[src/rtl/regfile_pkg.sv]
// Shared register-file write types: address/data widths and the write-request record.
package regfile_pkg;
  localparam int REG_ADDR_W = 5;
  localparam int DATA_W     = 32;

  typedef struct packed {
    logic                  valid;
    logic [REG_ADDR_W-1:0] addr;
    logic [DATA_W-1:0]     data;
  } wr_req_t;
endpackage

[src/rtl/rf_wr_fifo.sv]
// Deferred-write FIFO for long-latency results. A winning writeback can kill
// queued entries by address; killed entries stay in place until popped.
module rf_wr_fifo
  import regfile_pkg::*;
#(
  parameter int DEPTH = 2
) (
  input  logic                    clk_i,
  input  logic                    rst_n_i,
  input  logic                    push_i,
  input  logic [REG_ADDR_W-1:0]   push_addr_i,
  input  logic [DATA_W-1:0]       push_data_i,
  input  logic                    pop_i,
  input  logic                    inval_i,
  input  logic [REG_ADDR_W-1:0]   inval_addr_i,
  input  logic [REG_ADDR_W-1:0]   rs_addr_i,
  input  logic [REG_ADDR_W-1:0]   rt_addr_i,
  output logic [$clog2(DEPTH):0]  count_o,
  output wr_req_t                 head_o,
  output logic                    hit_o
);
  localparam int PW = $clog2(DEPTH);
  localparam int CW = PW + 1;

  logic [DEPTH-1:0]                 vld_q;
  logic [DEPTH-1:0][REG_ADDR_W-1:0] addr_q;
  logic [DEPTH-1:0][DATA_W-1:0]     data_q;
  logic [PW-1:0]                    rd_ptr, wr_ptr;
  logic [CW-1:0]                    count_q;

  always_ff @(posedge clk_i) begin
    if (!rst_n_i) begin
      vld_q   <= '0;
      rd_ptr  <= '0;
      wr_ptr  <= '0;
      count_q <= '0;
    end else begin
      // Kill, then pop, then push: the push slot is always free, so order only
      // matters between kill and pop on the head, which both clear.
      for (int i = 0; i < DEPTH; i++)
        if (inval_i && addr_q[i] == inval_addr_i) vld_q[i] <= 1'b0;
      if (pop_i) begin
        vld_q[rd_ptr] <= 1'b0;
        rd_ptr        <= rd_ptr + PW'(1);
      end
      if (push_i) begin
        vld_q[wr_ptr] <= 1'b1;
        wr_ptr        <= wr_ptr + PW'(1);
      end
      count_q <= count_q + CW'(push_i) - CW'(pop_i);
    end
  end

  always_ff @(posedge clk_i) begin
    if (push_i) begin
      addr_q[wr_ptr] <= push_addr_i;
      data_q[wr_ptr] <= push_data_i;
    end
  end

  always_comb begin
    hit_o = 1'b0;
    for (int i = 0; i < DEPTH; i++)
      if (vld_q[i] && addr_q[i] != '0 && (addr_q[i] == rs_addr_i || addr_q[i] == rt_addr_i))
        hit_o = 1'b1;
  end

  assign count_o = count_q;
  assign head_o  = '{valid: vld_q[rd_ptr], addr: addr_q[rd_ptr], data: data_q[rd_ptr]};
endmodule

[src/rtl/regfile_write_arbiter.sv]
// Single-port register-file write arbiter: pipeline writeback vs. long-latency
// results, with a deferred FIFO, starvation forcing, WAW kill and decode hazard.
module regfile_write_arbiter
  import regfile_pkg::*;
#(
  parameter int DEPTH        = 2,
  parameter int STARVE_LIMIT = 8
) (
  input  logic                  clk_i,
  input  logic                  rst_n_i,
  input  logic                  wb_valid_i,
  input  logic [REG_ADDR_W-1:0] wb_addr_i,
  input  logic [DATA_W-1:0]     wb_data_i,
  output logic                  wb_stall_o,
  input  logic                  mu_valid_i,
  input  logic [REG_ADDR_W-1:0] mu_addr_i,
  input  logic [DATA_W-1:0]     mu_data_i,
  output logic                  mu_ready_o,
  input  logic [REG_ADDR_W-1:0] rs_addr_i,
  input  logic [REG_ADDR_W-1:0] rt_addr_i,
  output logic                  hazard_o,
  output logic                  rf_we_o,
  output logic [REG_ADDR_W-1:0] rf_addr_o,
  output logic [DATA_W-1:0]     rf_data_o
);
  localparam int CW = $clog2(DEPTH) + 1;
  localparam int SW = $clog2(STARVE_LIMIT + 1);

  logic [CW-1:0] count;
  wr_req_t       head, grant_d;
  logic          fifo_hit, fifo_empty, head_live, head_dead;
  logic          force_pop, wb_grant, mu_acc, mu_live, bypass, push, pop_live, pop;
  logic [SW-1:0] starve_q;

  always_comb begin
    fifo_empty = (count == '0);
    head_live  = !fifo_empty && head.valid;
    head_dead  = !fifo_empty && !head.valid;
    force_pop  = rst_n_i && head_live && (starve_q == SW'(STARVE_LIMIT));
    wb_stall_o = force_pop;
    mu_ready_o = rst_n_i && (count < CW'(DEPTH));
    wb_grant   = wb_valid_i && !force_pop && (wb_addr_i != '0);
    mu_acc     = mu_valid_i && mu_ready_o;
    // An mu result racing a granted wb to the same register is already stale.
    mu_live    = mu_acc && (mu_addr_i != '0) && !(wb_grant && mu_addr_i == wb_addr_i);
    pop_live   = head_live && (force_pop || !wb_grant);
    bypass     = mu_live && fifo_empty && !wb_grant;
    push       = mu_live && !bypass;
    pop        = pop_live || head_dead;
    grant_d    = '0;
    if (pop_live)      grant_d = head;
    else if (wb_grant) grant_d = '{valid: 1'b1, addr: wb_addr_i, data: wb_data_i};
    else if (bypass)   grant_d = '{valid: 1'b1, addr: mu_addr_i, data: mu_data_i};
  end

  rf_wr_fifo #(.DEPTH(DEPTH)) u_fifo (
    .clk_i        (clk_i),
    .rst_n_i      (rst_n_i),
    .push_i       (push),
    .push_addr_i  (mu_addr_i),
    .push_data_i  (mu_data_i),
    .pop_i        (pop),
    .inval_i      (wb_grant),
    .inval_addr_i (wb_addr_i),
    .rs_addr_i    (rs_addr_i),
    .rt_addr_i    (rt_addr_i),
    .count_o      (count),
    .head_o       (head),
    .hit_o        (fifo_hit)
  );

  always_ff @(posedge clk_i) begin
    if (!rst_n_i)                 starve_q <= '0;
    else if (fifo_empty || pop)   starve_q <= '0;
    else if (head_live && wb_grant) starve_q <= starve_q + SW'(1);
  end

  always_ff @(posedge clk_i) begin
    if (!rst_n_i) begin
      rf_we_o   <= 1'b0;
      rf_addr_o <= '0;
      rf_data_o <= '0;
    end else begin
      rf_we_o   <= grant_d.valid;
      rf_addr_o <= grant_d.addr;
      rf_data_o <= grant_d.data;
    end
  end

  assign hazard_o = fifo_hit ||
                    (rf_we_o && rf_addr_o != '0 && (rf_addr_o == rs_addr_i || rf_addr_o == rt_addr_i));
endmodule

[config.mk]
export PLATFORM = sky130hd
export DESIGN_NAME = regfile_write_arbiter
export DESIGN_NICKNAME = d
export VERILOG_FILES = /design/src/rtl/regfile_pkg.sv /design/src/rtl/rf_wr_fifo.sv /design/src/rtl/regfile_write_arbiter.sv
export SDC_FILE = /design/constraint.sdc
export NUM_CORES = 1
export LEC_CHECK = 0
export CAP_MARGIN = 20
export CORE_MARGIN = 3
export CORE_UTILIZATION = 35
export DETAILED_ROUTE_END_ITERATION = 8
export PLACE_DENSITY = 0.6
export SLEW_MARGIN = 5
export SYNTH_ARGS = -nofsm -noshare
export SYNTH_HDL_FRONTEND = slang
export SYNTH_SLANG_ARGS = --single-unit
export TNS_END_PERCENT = 20
[constraint.sdc]
create_clock -name clk_i -period 3.5 [get_ports clk_i]
set_input_delay 0.875 -clock clk_i [delete_from_list [all_inputs] [get_ports clk_i]]
set_output_delay 0.875 -clock clk_i [all_outputs]
set_load 0.02 [all_outputs]
==> metrics.yaml <==
placed_design:
  hpwl_mm: 8.76
  gp_congestion: 0.883
  preCtsSetupSlack_ns: -0.194
  dpl.cell_count: 709
  placement.io_buffers: 128
timing:
  setup_tns_ns: 0
  maxSlewHeadroom_pct: 54.6
  hold_slack_ns: 0.465
  skew_ns: 0.00863
  fin_crit_sh_pct: 97.1
  layout_setup_ws_ns: 0.100
  maxSlewViolCount: 0
  fin_crit_ns: 3.40
  clock.fmax_ghz: 0.294
  tightest_slew_ns: 0.681
  setup_viol: 0
  rsz0062_at_grt: "no"
  final-hold-violation-count: 0
clock_network:
  ctsHoldBuffers: 0
  postCtsSetupBuffers: 0
  ctsResizeCount: 1
  clk-insertion-delay-late_ns: 0.40
  cts_tree: "built"
  cts.clk_slew.worst_paths_ns: 0.05
  clockBufferDepth: 2
  clock-sinks: 122
  cts-htree-levels: 4
  cts_buffers: 17
  cts_root_buffer: "clkbuf_16"
setup_path:
  worstSetupStartpoint: "rt_addr_i[2]"
  r2r_setup_slack_ns: 1.10
  critPathRequiredTime_ns: 2.62
  r2r_start: "starve_q[0]$_SDFFE_PP0P_"
  crit_type: "primary input to primary output"
  reg2reg_to: "u_fifo.data_q[13]$_DFFE_PP_"
  critical_path_arrival_ns: 2.52
  worst_r2r_path_depth: 9
  crit_end: "hazard_o"
  path_max_fanout: 3
  worstSetupStartpointType: "primary input"
  critPathCaptureType: "primary output"
drt:
  drc: 0
  drtAntennaViolNets: 0
  vias_per_cell: 5.05
  via_count: 3743
  wl_mm: 12.9
  post_drt_wl_per_cell_um: 17.4
  drtPass1Iterations: 5
  drt_iter0_drc: 239
global_routing:
  grt_pass1_wl_mm: 20.2
  grt.total_usage_pct: 16.1
  gr-total-overflow: 0
  grt_antenna_before_repair: 0
  grt_max_degree: 41
  grt_pass1_vias: 3822
cells_and_area:
  fin_cells: 741
  fin_nets: 639
  layout-area-overhead-vs-synth_pct: 43.8
  drive_gt1_share_pct: 13.0
  antennaDiodeCount: 0
synth:
  synth_area_leaders: "edfxtp_1 43%, dfxtp_1 19%, mux2i_1 7.0%"
  synth_seq_cells: 122
  synth_largest_area_cell: "edfxtp_1"
  synth-edff-count: 74
  yosys-top-cells-count: "74 x edfxtp_1, 48 x dfxtp_1, 36 x mux2i_1"
  synth.avg_cell_area_um2: 13.2
  yosysWarnings: 0
  syn_area_mm2: 0.00517
  synth_flop_cell: "edfxtp_1"
  synth.distinct_cells: 46
  synth_most_common_cell: "edfxtp_1"
  synth_fp_nets: 484
  ys_seq_area_share_pct: 61.5
  synth_top_area_share_pct: 43.0
  synthArstFlopShare_pct: 0
  synthCells: 393
floorplan:
  rows: 43
  start_util_pct: 36.6
  core_mm2: 0.0141
  die_area_mm2: 0.0163
  die_w_um: 128
  die_y_um: 128
  ios: 129
run:
  max_cap_viol_count: 0
power:
  vdd_drop_max_uv: 414
  leakage_nw: 2.53
  power_w: 0.00376
  powerDensity_mw_per_mm2: 505
min_path:
  hp-start: "starve_q[0]$_SDFFE_PP0P_"
  hold_path_class: "flop to flop"
status:
  status: "complete, no violations"
==> per-stage QoR <==
step	util [%]	area (um^2)
final	52.6	7440
after global routing	52.6	7440
after CTS	52.5	7430
after detailed placement	48.2	6830
after global placement	48.2	6830
after floorplan	-	5170
==> critical path, stage by stage <==
cell             delay, ns
clkdlybuf4s50_1       0.55
xnor2_1               0.15
nand3_1               0.10
nor3_1                0.24
a31oi_1               0.07
o221ai_1              0.21
clkdlybuf4s15_1       0.34
==> per-layer routing <==
| metal | wire (um) | GRT usage (%) |
|---|---|---|
| met2 | 5950 | 24.7 |
| met1 | 6080 | 21.8 |
| met4 | 84 | 4.86 |
| met3 | 775 | 5.10 |
| met5 | 0 | 0 |
==> layout by cell type, fill, tap and decap left out, types with 4 or more instances in the layout <==
master and count:
mux2_2 5, nor2_1 12, edfxtp_1 74, xor2_1 22
inv_1 4, nor2b_1 5, clkdlybuf4s50_1 127, o21ai_1 6
dfxtp_1 47, nor3_1 9, clkbuf_16 18, a22oi_1 33
or4_1 5, buf_4 23, and2_1 4, xnor2_1 26
nand2_1 7, mux2i_1 36, o21ai_0 31, nand3_1 8
==> cells by family after synthesis <==
logic type / Yosys count / share of synthesized area (%)
flip-flops: 122 / 61.5
buffers and inverters: 21 / 1.72
AO/OA/AOI/OAI: 92 / 12.5
XOR/XNOR: 48 / 8.13
adder cells (fa/ha/maj): 3 / 0.726
AND/OR/NAND/NOR: 66 / 7.38
multiplexers: 41 / 8.06
==> state kept, by name, summed over array words and instances, names as in the netlist <==
| register | count |
|---|---|
| rf_addr_o | 5 |
| u_fifo.data_q | 64 |
| u_fifo.vld_q | 2 |
| u_fifo.addr_q | 10 |
| u_fifo.wr_ptr | 1 |
| starve_q | 4 |
| rf_data_o | 32 |
| rf_we_o | 1 |
| u_fifo.count_o | 2 |
| u_fifo.rd_ptr | 1 |
==> where the power goes <==
| part | internal, W | switching, W |
|---|---|---|
| Sequential | 0.00158 | 0.0000267 |
| Combinational | 0.000220 | 0.000184 |
| Clock | 0.00115 | 0.000602 |
| Total | 0.00294 | 0.000813 |
==> worst min-delay path by stage <==
stage,endpoint,slack (ns),depth (start not counted)
after CTS,starve_q[0]$_SDFFE_PP0P_,0.47,1
after floorplan,starve_q[0]$_SDFFE_PP0P_,0.43,1
after global placement,starve_q[0]$_SDFFE_PP0P_,0.45,1
after global routing,starve_q[0]$_SDFFE_PP0P_,0.51,1
after detailed placement,starve_q[0]$_SDFFE_PP0P_,0.46,1
final,starve_q[0]$_SDFFE_PP0P_,0.47,1
==> area by class of cell <==
type                    instances  area (um^2)
flip-flops and latches        122         3180
well taps                     180          225
fillers                      1215         6710
clock inverters                10          114
inverters                       4         15.0
multi-input cells             250         1910
repair buffers                153         1490
clock buffers                  22          495
(Power assumes the default switching activity.)
